===== src/rtl/median_pkg.sv =====
// Shared definitions for the 5-sample streaming median/min/max block.
// Latency: n/a (types and constants only).
// Backpressure: n/a.
package median_pkg;

    typedef enum logic [1:0] {
        IDLE = 2'd0,
        SORT = 2'd1,
        OUT  = 2'd2
    } state_t;

    localparam int WIN_LEN     = 5;
    localparam int SORT_PHASES = 5;
    // Counter covers phases 0..4 plus the terminal value 5 used for the
    // result-latch cycle.
    localparam int PH_W        = $clog2(SORT_PHASES + 1);

endpackage


===== src/rtl/cmp_swap.sv =====
// Compare-swap element: routes the smaller operand to lo and the larger to hi.
// Latency: combinational.
// Backpressure: n/a; equal operands pass through unswapped.
module cmp_swap #(
    parameter int WIDTH = 8
) (
    input  logic [WIDTH-1:0] a,
    input  logic [WIDTH-1:0] b,
    output logic [WIDTH-1:0] lo,
    output logic [WIDTH-1:0] hi
);

    logic swap;

    // Strict compare so that ties keep their original order.
    assign swap = (b < a);
    assign lo   = swap ? b : a;
    assign hi   = swap ? a : b;

endmodule


===== src/rtl/median5_stream.sv =====
// Streaming 5-sample window; emits median/min/max once the window is full.
// Latency: out_valid rises 6 edges after the accepting edge (5 sort phases + result latch).
// Backpressure: in_ready only in IDLE; result held in OUT until out_ready.
module median5_stream
    import median_pkg::*;
#(
    parameter int WIDTH = 8
) (
    input  logic             clk,
    input  logic             rst,
    input  logic             in_valid,
    input  logic [WIDTH-1:0] in_data,
    output logic             in_ready,
    output logic             out_valid,
    input  logic             out_ready,
    output logic [WIDTH-1:0] out_median,
    output logic [WIDTH-1:0] out_min,
    output logic [WIDTH-1:0] out_max
);

    localparam int FILL_W = $clog2(WIN_LEN + 1);

    state_t            state, state_nxt;
    logic [FILL_W-1:0] fill, fill_inc;
    logic [PH_W-1:0]   phase;
    logic [WIDTH-1:0]  win     [WIN_LEN];
    logic [WIDTH-1:0]  win_sh  [WIN_LEN];
    logic [WIDTH-1:0]  arr     [WIN_LEN];
    logic [WIDTH-1:0]  arr_nxt [WIN_LEN];
    logic [WIDTH-1:0]  e01_lo, e01_hi, e23_lo, e23_hi;
    logic [WIDTH-1:0]  o12_lo, o12_hi, o34_lo, o34_hi;
    logic              accept, full_nxt, sort_done;

    assign in_ready  = (state == IDLE) && !rst;
    assign out_valid = (state == OUT);
    assign accept    = in_valid && in_ready;
    assign fill_inc  = (fill == FILL_W'(WIN_LEN)) ? fill : fill + 1'b1;
    assign full_nxt  = (fill_inc == FILL_W'(WIN_LEN));
    assign sort_done = (phase == PH_W'(SORT_PHASES));

    // Even-phase pairs (0,1),(2,3) and odd-phase pairs (1,2),(3,4).
    cmp_swap #(.WIDTH(WIDTH)) u_e01 (.a(arr[0]), .b(arr[1]), .lo(e01_lo), .hi(e01_hi));
    cmp_swap #(.WIDTH(WIDTH)) u_e23 (.a(arr[2]), .b(arr[3]), .lo(e23_lo), .hi(e23_hi));
    cmp_swap #(.WIDTH(WIDTH)) u_o12 (.a(arr[1]), .b(arr[2]), .lo(o12_lo), .hi(o12_hi));
    cmp_swap #(.WIDTH(WIDTH)) u_o34 (.a(arr[3]), .b(arr[4]), .lo(o34_lo), .hi(o34_hi));

    // Window after shifting in the current sample at entry 0.
    always_comb begin
        win_sh[0] = in_data;
        for (int i = 1; i < WIN_LEN; i++) begin
            win_sh[i] = win[i-1];
        end
    end

    // One odd-even transposition phase, selected by the phase parity.
    always_comb begin
        arr_nxt = arr;
        if (!phase[0]) begin
            arr_nxt[0] = e01_lo;
            arr_nxt[1] = e01_hi;
            arr_nxt[2] = e23_lo;
            arr_nxt[3] = e23_hi;
        end else begin
            arr_nxt[1] = o12_lo;
            arr_nxt[2] = o12_hi;
            arr_nxt[3] = o34_lo;
            arr_nxt[4] = o34_hi;
        end
    end

    // Next-state logic for the IDLE/SORT/OUT controller.
    always_comb begin
        state_nxt = state;
        case (state)
            IDLE:    if (accept && full_nxt) state_nxt = SORT;
            SORT:    if (sort_done)          state_nxt = OUT;
            OUT:     if (out_ready)          state_nxt = IDLE;
            default:                         state_nxt = IDLE;
        endcase
    end

    // State register plus window, sort array and result registers.
    always_ff @(posedge clk) begin
        if (rst) begin
            state      <= IDLE;
            fill       <= '0;
            phase      <= '0;
            out_median <= '0;
            out_min    <= '0;
            out_max    <= '0;
            for (int i = 0; i < WIN_LEN; i++) begin
                win[i] <= '0;
                arr[i] <= '0;
            end
        end else begin
            state <= state_nxt;
            case (state)
                IDLE: begin
                    if (accept) begin
                        win  <= win_sh;
                        fill <= fill_inc;
                        if (full_nxt) begin
                            arr   <= win_sh;
                            phase <= '0;
                        end
                    end
                end
                SORT: begin
                    if (!sort_done) begin
                        arr   <= arr_nxt;
                        phase <= phase + 1'b1;
                    end else begin
                        // Array is fully ordered; latch results as OUT is entered.
                        out_min    <= arr[0];
                        out_median <= arr[2];
                        out_max    <= arr[4];
                    end
                end
                default: ;
            endcase
        end
    end

endmodule

===== config.mk =====
export PLATFORM = sky130hd
export DESIGN_NAME = median5_stream
export DESIGN_NICKNAME = d
export VERILOG_FILES = /design/src/rtl/median_pkg.sv /design/src/rtl/cmp_swap.sv /design/src/rtl/median5_stream.sv
export SDC_FILE = /design/constraint.sdc
export NUM_CORES = 1
export LEC_CHECK = 0
export ABC_AREA = 1
export ABC_CLOCK_PERIOD_IN_PS = 2870
export CORE_MARGIN = 4
export CORE_UTILIZATION = 60
export DETAILED_ROUTE_END_ITERATION = 8
export HOLD_SLACK_MARGIN = 0.03
export PLACE_DENSITY = 0.85
export RECOVER_POWER = 50
export SYNTH_ARGS = -nofsm -noshare
export SYNTH_HDL_FRONTEND = slang
export SYNTH_SLANG_ARGS = --single-unit

===== constraint.sdc =====
create_clock -name clk -period 2.87 [get_ports clk]
set_input_delay 0.574 -clock clk [delete_from_list [all_inputs] [get_ports clk]]
set_output_delay 0.574 -clock clk [all_outputs]
set_load 0.005 [all_outputs]

# Yosys cells after proc, flatten, opt, wreduce, memory -nomap -nowiden
# Index checks and enable logic that the tools add are counted.
# Widths: inputs -> output; s select.
# totals
reg_bits,104
latch_bits,0
mem_bits_rw,0
mem_bits_ro,0
in_bits,12
out_inout_bits,26
wordCells,79
memories,0
# classes
n_addsub,2
mul,0
n_div,0
order_cmp,4
eq_ne,19
n_shift,0
n_mux,24
bitwise,0
n_reduce_logical,15
# ops
operator,count
$mux 40,3
$mux 8,10
$pmux 40 s2,1
$lt 8x8->1,4
$reduce_and 6->1,5
$mux 24,1
$mux 3,4
$ne 2x2->1 const B,6
$ne 3x2->1 const B,4
$eq 3x3->1 const B,3
$ne 2x1->1 const B,4
$add 3x1->3 const B,2
$mux 2,3
$pmux 2 s3,1
$pmux 3 s2,1
$reduce_and 2->1,2
$reduce_and 4->1,1
$logic_and 1x1->1,3
$reduce_and 3->1,1
$eq 2x1->1 const B,1
$eq 2x2->1 const B,1
$logic_not 2->1,1
$reduce_bool 2->1,1
$logic_not 1->1,1

# Logic depth before layout (Yosys ltp)
# Gate-level depths: netlist (run 1).
# logic_depth
ltp_word,6
mapped_depth,13
mapped_depth_nobuf,13

# By module
# From an unflattened synthesis (run 1), not the netlist that was laid out.
# hier_totals
hier_cells,1011
hier_area_um2,6651.4
# by_module_without_submodules
mod,n_inst,cells_per_inst,area_per_inst_um2,seq_area_each_um2
median5_stream,1,675,4774.6,2082.0
cmp_swap,4,84,469.2,0.0

# Least setup slack after synthesis (run 1)
# OpenSTA, ideal clock, no wires.
# synth_timing
path_type,input -> register
from,input port rst
to,register arr[24] in the netlist's numbering
arrival_ps,1674
required_time_ps,2760
path_slack_ps,1086
path_stages,11
cell_sequence,inv_2 nand2_1 nor2_1 nand2_1 o21ai_4 nand2_1 nand2_2 buf_4 nand3_1 nand2_1 nor2_1
# synth_between
elab_chain_cells,5
# synth_rtl
element,line,text
start: declaration,median5_stream.sv:10,"input logic rst,"
$logic_not 1->1,median5_stream.sv:34,assign in_ready = (state == IDLE) && !rst;
$logic_and 1x1->1,median5_stream.sv:34,
$logic_and 1x1->1,median5_stream.sv:36,assign accept = in_valid && in_ready;
$ne 2x2->1 (no source line),--,
$reduce_and 6->1 (no source line),--,
end signal: assignment,median5_stream.sv:103,arr <= win_sh;
end signal: assignment,median5_stream.sv:110,arr <= arr_nxt;
end: declaration,median5_stream.sv:28,logic [WIDTH-1:0] arr [WIN_LEN];
# Parallel ways exist; a longest one is shown, timed or not.
# A chain may end at the register's enable or synchronous reset.

# Worst setup path in the final report (run 1)
# layout_timing
from,register arr[21] in the netlist's numbering
to,register arr[15] in the netlist's numbering
# layout_between
elab_chain_cells,3
# layout_rtl
element,line,text
$lt 8x8->1,cmp_swap.sv:16,assign swap = (b < a);
$ne 3x2->1 (no source line),--,
$reduce_and 6->1 (no source line),--,
# No other way between the ends.

==> results of run 1 <==
-- through the flow --
step | total power, mW | cell area (um^2) | util, % | setup WS [ns]
2_1_floorplan | 1.67 | 5170 | - | 1.09
3_3_place_gp | 1.74 | 5610 | 67.6 | 0.430
3_5_place_dp | 1.74 | 5610 | 67.6 | 0.350
4_1_cts | 2.62 | 5800 | 69.8 | 0.401
5_1_grt | 2.71 | 5790 | 69.8 | 0.0899
6_report | 2.61 | 5790 | 69.8 | 0.298
-- kinds of logic after synthesis --
| logic type | after synthesis |
|---|---|
| compound gates | 181 |
| fa+ha+maj | 32 |
| buf+inv | 143 |
| flops | 104 |
| simple gates | 281 |
-- placed cells by master (no fill, tap or decap), drive strengths merged --
cell type,count
nand2,152
inv,112
dfxtp,104
a21oi,78
o21ai,77
nand3,62
nor2,51
ha,32
dlygate4sd3,24
o22ai,21
clkdlybuf4s50,13
clkbuf,12
nor3,8
nand4,8
buf,8
a221oi,3
clkinvlp,2
a211oi,1
a31oi,1
clkinv,1
-- state kept, by name (all words and copies together), names as in the netlist --
register / count
out_min: 8
arr: 40
win: 32
out_max: 8
phase: 3
state: 2
fill: 3
out_median: 8
-- final cells by class --
cell class              count  area [um^2]  area share (%)
clock buffers              10          138            2.38
inverters                 109          409            7.07
multi-input cells         494         2540            43.9
well taps                 105          131            2.27
repair buffers             47          440            7.61
clock inverters             6         48.8           0.843
flip-flops and latches    104         2080            36.0
-- cell usage after synthesis (all sizes together) --
master  count  area share, %
a31oi       1           0.12
buf         8           0.75
a21oi      78            7.6
dfxtp     104             40
nand4       8           0.97
ha         32            7.7
o22ai      21            2.5
a211oi      1           0.15
nor2       51            3.9
clkbuf     26            1.9
o21ai      77            7.7
nand3      62            6.0
a221oi      3           0.51
nand2     152             11
nor3        8           0.78
inv       109            7.9
-- routing by layer --
metal,track usage [%],vias to the layer above,share of wire [%]
met2,44.3,271,43
met3,6.78,38,11
met4,9.12,0,2.2
met1,43.0,2264,44
li1,-,2480,-
met5,0,-,0
-- power by group through the flow --
stage                     logic (mW)  registers (mW)  clock network (mW)
after global placement         0.214            1.52                   0
after floorplan                0.155            1.52                   0
after global routing           0.255            1.49               0.961
final                          0.226            1.49               0.890
after detailed placement       0.220            1.52                   0
after CTS                      0.223            1.49               0.907
-- worst max-delay path, delay by kind of cell, from the launching register on --
family / cells / cell delay, ns
fa+ha+maj: 1 / 0.31
buf+inv: 2 / 0.19
flops: 1 / 0.48
compound gates: 1 / 0.15
simple gates: 7 / 1.39
-- how the worst min path moves through the flow --
stage	from	end	cells after the start
after global routing	arr[37]$_SDFFE_PP0P_	arr[37]$_SDFFE_PP0P_	2
after detailed placement	arr[38]$_SDFFE_PP0P_	arr[38]$_SDFFE_PP0P_	2
after global placement	arr[38]$_SDFFE_PP0P_	arr[38]$_SDFFE_PP0P_	2
after CTS	arr[38]$_SDFFE_PP0P_	arr[38]$_SDFFE_PP0P_	2
after floorplan	arr[0]$_SDFFE_PP0P_	arr[0]$_SDFFE_PP0P_	2
final	arr[38]$_SDFFE_PP0P_	arr[38]$_SDFFE_PP0P_	2
==> reports/metrics.yaml, run 1 <==
outcome:
  outcome: "finished clean"
logic_synthesis:
  yosysWarnings: 0
  synth.area.mux_share_pct: 0
  ys_types: 23
  synthAdderAreaFrac_pct: 7.75
  yosys_register_bits: 104
  synth_simple_gate_area_share_pct: 22.8
  syn_avg_cell_area_um2: 6.97
  synthXorXnorAreaFrac_pct: 0
  ys_seq_area_share_pct: 40.3
  synth_compound_area_share_pct: 18.6
  synth_cells: 741
  synth_top_family_by_area: "simple AND/OR/NAND/NOR gates"
  syn_nets: 785
  syn_area_mm2: 0.00517
placed_design:
  dp_cells: 859
  dp_hpwl_um: 10500
  place_congestion: 0.954
  placement.io_buffers: 37
timing:
  hold_ws_ns: 0.478
  slew_headroom_pct: 1.56
  rsz0062_at_grt: "no"
  period_needed_ns: 2.57
  worst_slew_pin_slew_ns: 1.48
  slew_viol_final: 0
  fin_worst_skew_ns: 0.0113
  setup_viol: 0
  period_share_pct: 89.6
  max_freq_ghz: 0.389
  hold_violations: 0
  finalSetupTns_ns: 0
routing:
  antenna_left: 0
  routedWlPerCell_um: 16.5
  viasPerCell: 5.77
  drt_iter0_drc: 553
  dr_total_vias: 5053
  drc: 0
  wl_um: 14400
  drt-pass1-iter-count: 6
power:
  p_int_mw: 1.90
  p_leak_nw: 2.51
  p_sw_share_pct: 27.0
  seqPwrFrac_pct: 57.2
  peakVddDrop_uv: 301
  p_per_area_mw_per_mm2: 450
  p_comb_share_pct: 8.7
  clkPwrFrac_pct: 34.2
  switching_power_uw: 704
cts:
  cts_setup_buffers: 0
  clock-sinks: 104
  cts_buffers: 9
  clk_latency_ns: 0.38
  cts-root-buf: "clkbuf_8"
  cts.clk_slew.worst_paths_ns: 0.10
  clock_path_buffers: 2
  tritoncts: "yes"
  cts_resized: 0
  cts_hold_buf: 0
  h-tree-depth: 3
die:
  io_pins: 38
  core_mm2: 0.00830
  die_area_mm2: 0.0102
  die_h_um: 101
  row_count: 33
  die_w_um: 101
  initial_utilization_pct: 62.2
grt:
  grt_usage_pct: 29.8
  antenna_found_initial: 0
  grt_pass1_vias: 4633
  grt_pass1_wl_um: 23700
  grt_max_degree: 84
  grt_overflow: 0
min_path:
  hp-class: "reg2reg"
critical_path:
  cpMostUsedCell: "nand2_1"
  rrSetupSlack_ns: 0.30
  worstSetupPathType: "reg2reg"
  worstPathCellList: "inv_1, ha_1, a21oi_1, nor2_1, nor3_1, nand2_1, nand2_1, nand3_1, nand2_1, inv_1, nor2_1"
  cp_slowest_cell: "dfxtp_1"
  cp.arrival_ns: 2.89
  r2r-start: "arr[21]$_SDFFE_PP0P_"
  cpPeakStageDelay_ns: 0.48
  crit_path_end_kind: "register"
  setup.worst_path.start: "arr[21]$_SDFFE_PP0P_"
  cp-endpoint: "arr[15]$_SDFFE_PP0P_"
  path_max_fanout: 18
  reg2reg_depth: 11
  worstReg2RegEnd: "arr[15]$_SDFFE_PP0P_"
  required_ns: 3.18
  startpoint_type: "register"
cells_and_area:
  nNetsFinal: 809
  instances_no_fill: 875
  synthToLayoutAreaGrowth_pct: 12.1
  fill_cells: 719
  num_antenna_cells: 0
  drive_above_1_share_pct: 4.68
run:
  drv_cap: 0
No activity file was read; power rests on OpenSTA's default activity.
==> run 2, diff against run 1 <==
- CORE_ASPECT_RATIO: unset -> 1.75
- CTS_CLUSTER_SIZE: unset -> 12
==> run 2 against run 1 <==
  * Sequential cell count unchanged
  * Non-clock buffer count grew 2
  * Power increased by 13%
  * Largest power group unchanged
==> reports/metrics.yaml, run 2 (same netlist as run 1, synthesis figures left out) <==
outcome:
  outcome: "finished clean"
routing:
  antenna_left: 0  # unchanged
  drt_iter0_drc: 448  # -19%
  routedWlPerCell_um: 16.0  # -3.2%
  dr_total_vias: 5056  # +0.059%
  viasPerCell: 5.70  # -1.3%
  drt-pass1-iter-count: 5  # -1
  wl_um: 14200  # -1.9%
  drc: 0  # unchanged
die:
  initial_utilization_pct: 61.7  # -0.51 points
  die_w_um: 78.1  # -22%
  die_h_um: 131  # +30%
  core_mm2: 0.00837  # +0.83%
  io_pins: 38  # unchanged
  row_count: 44  # +33%
  die_area_mm2: 0.0102  # +0.58%
timing:
  finalSetupTns_ns: 0  # unchanged
  hold_violations: 0  # unchanged
  slew_headroom_pct: 27.6  # +26 points
  fin_worst_skew_ns: 0.00578  # -0.00548 ns
  max_freq_ghz: 0.415  # +6.9%
  setup_ws_ns: 0.463  # +0.165 ns
  slew_viol_final: 0  # unchanged
  hold_ws_ns: 0.466  # -0.0123 ns
  period_share_pct: 83.9  # -5.7 points
  period_needed_ns: 2.41  # -0.165 ns
  worst_slew_pin_slew_ns: 1.09  # -0.391 ns
  setup_viol: 0  # unchanged
  rsz0062_at_grt: "no"
critical_path:
  cp.arrival_ns: 2.61  # -0.28 ns
  cp_slowest_cell: "dlygate4sd3_1"
  worstSetupPathType: "in2reg"
  worstPathCellList: "dlygate4sd3_1, clkinv_1, nand2_1, nor2_1, inv_1, clkbuf_2, o21ai_0, a21oi_1"
  crit_path_end_kind: "register"
  reg2reg_depth: 11  # unchanged
  cpPeakStageDelay_ns: 0.57  # +0.09 ns
  required_ns: 3.08  # -0.10 ns
  critPathTopFamily: "buffers and inverters"
  crit_buf_inv: 4  # +2
  startpoint_type: "primary input"
  path_max_fanout: 53  # +35
  crit_cells: 8  # -3
placed_design:
  placement.io_buffers: 37  # unchanged
  dp_hpwl_um: 10300  # -1.9%
  post-place-ws_ns: 0.319  # -0.0315 ns
  dp_cells: 871  # +1.4%
  place_congestion: 0.952  # -0.28%
  placed_area_mm2: 0.00564  # +0.49%
cells_and_area:
  nNetsFinal: 811  # +0.25%
  drive_above_1_share_pct: 4.53  # -0.14 points
  layout_common_cells: "149 x nand2_1, 105 x inv_1, 104 x dfxtp_1, 78 x a21oi_1, 76 x o21ai_0"
  num_antenna_cells: 0  # unchanged
  final_common_cell: "nand2_1"
  instances_no_fill: 887  # +1.4%
  seqCellArea_mm2: 0.00208  # unchanged
  multi_input_area_mm2: 0.00254  # unchanged
  biggestRegsByFlops: "arr: 40 flops, win: 32 flops"
  largest_reg_flops: 40  # unchanged
  fin_util_pct: 70.8  # +1.0 points
  regMostFlops: "arr"
  synthToLayoutAreaGrowth_pct: 14.7
  fill_cells: 716  # -0.42%
  design_area_mm2: 0.00592  # +2.3%
grt:
  antenna_found_initial: 0  # unchanged
  grt_pass1_wl_um: 23300  # -1.8%
  grt_overflow: 0  # unchanged
  grt_pass1_vias: 4987  # +7.6%
  grt_max_degree: 84  # unchanged
  grt_usage_pct: 29.1  # -0.68 points
cts:
  h-tree-depth: 3  # unchanged
  cts_buffers: 9  # unchanged
  cts.clk_slew.worst_paths_ns: 0.07  # -0.03 ns
  cts_setup_buffers: 0  # unchanged
  clock-sinks: 104  # unchanged
  cts-root-buf: "clkbuf_16"
  clk_latency_ns: 0.35  # -0.03 ns
  cts_resized: 0  # unchanged
  clock_path_buffers: 2  # unchanged
  tritoncts: "yes"
  cts_hold_buf: 0  # unchanged
min_path:
  hold_depth: 2  # unchanged
  hp-class: "reg2reg"
power:
  total_power_mw: 2.94  # +13%
  p_per_area_mw_per_mm2: 497  # +10%
  peakVddDrop_uv: 363  # +21%
  p_leak_nw: 2.56  # +2.1%
run:
  drv_cap: 0  # unchanged
## run 2: worst reg2reg max path, stage by stage (launching register included)
cell and delay (ns):
dfxtp_1 0.44, inv_1 0.14, ha_1 0.32, a21oi_1 0.17, nor2_1 0.05, nor3_1 0.13, nand2_1 0.07, nand2_1 0.29
nand3_1 0.38, nand2_1 0.15, inv_1 0.05, nor2_1 0.11
## run 2: worst paths after layout
path	end	from	slack (ns)
worst max-delay path	win[33]$_SDFFE_PP0P_	rst	0.46
worst min-delay path	arr[0]$_SDFFE_PP0P_	arr[0]$_SDFFE_PP0P_	0.47
worst max register to register	arr[23]$_SDFFE_PP0P_	arr[21]$_SDFFE_PP0P_	0.51
worst min register to register	arr[0]$_SDFFE_PP0P_	arr[0]$_SDFFE_PP0P_	0.47
## run 2: final cells by class
type                       count  area share [%]
sequential                   104            35.2
clock inverter                 6            1.14
timing repair buffer          49            7.60
inverter                     109            6.91
multi-input combinational    494            42.9
clock buffer                  10            3.87
tap                          115            2.43
## run 2: per-layer routing
metal	part of all wire (%)	track usage (%)	vias to the layer above
met5	0	0	-
met4	6.4	20.2	0
met3	5.3	3.98	63
met2	52	53.2	200
met1	37	30.6	2310
li1	-	-	2483
## run 2: where the power goes
part | switching, mW | internal [mW]
registers | 0.0167 | 1.47
logic | 0.140 | 0.0788
clock network | 0.556 | 0.680
total | 0.713 | 2.23
==> run 3, diff against run 2 <==
- ABC_CLOCK_PERIOD_IN_PS: 2870 -> 2000
- CORE_UTILIZATION: 60 -> 53
- PLACE_DENSITY: 0.85 -> 0.8
- clock period: 2.87 -> 2 ns (I/O delays scaled with it)
==> run 3 against run 2 <==
  * Clock power increased by 42%
  * Register-to-register slack got worse by 0.42 ns
  * Via count rose by 2.3%
  * Critical endpoint is now arr[30]$_SDFFE_PP0P_
  * Largest cell class unchanged
==> reports/metrics.yaml, run 3 (same netlist as run 1, synthesis figures left out) <==
die:
  initial_utilization_pct: 54.6  # -7.2 points
  row_count: 47  # +6.8%
  io_pins: 38  # unchanged
  die_area_mm2: 0.0115  # +12%
  die_w_um: 82.6  # +5.7%
  core_mm2: 0.00947  # +13%
  die_h_um: 139  # +6.0%
grt:
  grt_usage_pct: 27.3  # -1.9 points
  grt_max_degree: 84  # unchanged
  grt_overflow: 0  # unchanged
  grt_pass1_vias: 5274  # +5.8%
  antenna_found_initial: 0  # unchanged
  grt_pass1_wl_um: 24200  # +3.6%
cells_and_area:
  synthToLayoutAreaGrowth_pct: 20.5
  final_common_cell: "nand2_1"
  largest_reg_flops: 40  # unchanged
  layout_common_cells: "143 x nand2_1, 105 x inv_1, 101 x dfxtp_1, 77 x a21oi_1, 76 x o21ai_0"
  fill_cells: 806  # +13%
  biggestRegsByFlops: "arr: 40 flops, win: 32 flops"
  drive_above_1_share_pct: 9.91  # +5.4 points
  regMostFlops: "arr"
  num_antenna_cells: 0  # unchanged
  nNetsFinal: 836  # +3.1%
cts:
  cts-root-buf: "clkbuf_16"
  clock_path_buffers: 2  # unchanged
  clk_latency_ns: 0.35  # about the same
  clock-sinks: 104  # unchanged
  cts.clk_slew.worst_paths_ns: 0.07  # about the same
  h-tree-depth: 3  # unchanged
  cts_buffers: 9  # unchanged
  tritoncts: "yes"
timing:
  slew_headroom_pct: 44.6  # +17 points
  setup_ws_ns: 0.0862  # -0.377 ns
  period_needed_ns: 1.91
  fin_worst_skew_ns: 0.00564  # -0.000135 ns
  setup_viol: 0  # unchanged
  worst_slew_pin_slew_ns: 0.831  # -0.255 ns
  hold_ws_ns: 0.467  # +0.00108 ns
  slew_viol_final: 0  # unchanged
  max_freq_ghz: 0.523
  hold_violations: 0  # unchanged
  period_share_pct: 95.7
min_path:
  hp-class: "reg2reg"
run:
  drv_cap: 0  # unchanged
critical_path:
  path_max_fanout: 6  # -89%
  required_ns: 2.24  # -0.84 ns
  worstPathCellList: "ha_2, nand3_1, nand2_2, nand2_2, o21ai_4, nand2_1, nand2_2, buf_4, nand3_1, nand2_1, nor2_1"
  worstSetupPathType: "reg2reg"
  startpoint_type: "register"
  crit_path_end_kind: "register"
  cp.arrival_ns: 2.16  # -0.45 ns
  cp_slowest_cell: "dfxtp_1"
  crit_buf_inv: 1  # -3
  critPathTopFamily: "simple AND/OR/NAND/NOR gates"
  cpMostUsedCell: "nand2_2"
  cpPeakStageDelay_ns: 0.39  # -0.18 ns
routing:
  drt-pass1-iter-count: 5  # unchanged
  routedWlPerCell_um: 16.0  # about the same
  drt_iter0_drc: 391  # -13%
  dr_total_vias: 5170  # +2.3%
  drc: 0  # unchanged
  antenna_left: 0  # unchanged
  viasPerCell: 5.63  # -1.3%
  wl_um: 14700  # +3.6%
outcome:
  outcome: "finished clean"
power:
  p_sw_share_pct: 25.7  # +1.4 points
  p_comb_share_pct: 8.0  # +0.6 points
  p_per_area_mw_per_mm2: 681  # +37%
  p_leak_nw: 2.71  # +5.7%
  clkPwrFrac_pct: 41.6  # -0.4 points
  seqPwrFrac_pct: 50.4  # -0.2 points
  peakVddDrop_uv: 618  # +70%
  switching_power_mw: 1.09  # +53%
  p_int_mw: 3.15  # +41%
placed_design:
  place_congestion: 0.928  # -2.5%
  dp_hpwl_um: 10800  # +4.8%
  post-place-ws_ns: -0.239  # -0.558 ns
  placement.io_buffers: 37  # unchanged
[run 3: cell types whose count changed in the layout (fill, tap and decap cells not counted), sizes merged, moves of 2 or more]
| cell | previous run | this run |
|---|---|---|
| inv | 109 | 112 |
| dlygate4sd3 | 25 | 22 |
| clkdlybuf4s50 | 12 | 14 |
| buf | 9 | 35 |
| clkinvlp | 2 | 0 |
[run 3: final timing paths]
path / startpoint / end / slack (ns) / cells after the start
hold reg to reg: arr[39]$_SDFFE_PP0P_ / arr[39]$_SDFFE_PP0P_ / 0.47 / 2
hold / removal: arr[39]$_SDFFE_PP0P_ / arr[39]$_SDFFE_PP0P_ / 0.47 / 2
setup / recovery: fill[0]$_SDFFE_PP0P_ / arr[30]$_SDFFE_PP0P_ / 0.09 / 11
setup reg to reg: fill[0]$_SDFFE_PP0P_ / arr[30]$_SDFFE_PP0P_ / 0.09 / 11
[run 3: cell type report]
cell class / count / area, um^2 / area share (%)
multi-input combinational: 494 / 2600 / 41.7
sequential: 104 / 2090 / 33.5
timing repair buffer: 74 / 682 / 11.0
inverter: 109 / 409 / 6.57
clock buffer: 10 / 239 / 3.84
tap: 122 / 153 / 2.45
clock inverter: 6 / 60.1 / 0.965
[run 3: layer usage]
metal	share of wire (%)	track usage [%]	vias up
met1	35	28.3	2384
li1	-	-	2533
met4	8.5	22.5	0
met2	52	46.2	174
met5	0	0	-
met3	4.2	3.90	79
[run 3: power by group through the flow]
stage          logic [mW]  registers (mW)  clock network [mW]
2_1_floorplan       0.223            2.18                   0
3_3_place_gp        0.314            2.18                   0
3_5_place_dp        0.327            2.18                   0
4_1_cts             0.329            2.13                1.79
5_1_grt             0.385            2.14                1.88
6_report            0.339            2.14                1.76
[run 3: worst reg2reg max path: cells and delay by family, from the launching register on]
family / cells / cell delay (ns)
compound gates: 1 / 0.24
buf+inv: 1 / 0.14
simple gates: 8 / 0.81
fa+ha+maj: 1 / 0.23
flops: 1 / 0.39
[run 3: metrics by stage]
| step | utilization [%] | std cells | cell area, um^2 | setup TNS, ns | power (mW) |
|---|---|---|---|---|---|
| 2_1_floorplan | - | 741 | 5170 | 0 | 2.40 |
| 3_3_place_gp | 61.8 | 901 | 5860 | -5.91 | 2.50 |
| 3_5_place_dp | 61.8 | 901 | 5860 | -7.61 | 2.51 |
| 4_1_cts | 65.2 | 918 | 6170 | 0 | 4.25 |
| 5_1_grt | 65.8 | 919 | 6230 | -0.247 | 4.40 |
| 6_report | 65.8 | 919 | 6230 | 0 | 4.24 |
[run 3: timing repair]
item | 4_1_cts | 5_1_grt
buffers inserted | 1 | 1
gates resized for setup | 3 | 17
hold buffers | 0 | 0
pin swaps | 1 | 7
endpoints found under the setup margin | 35 | 40
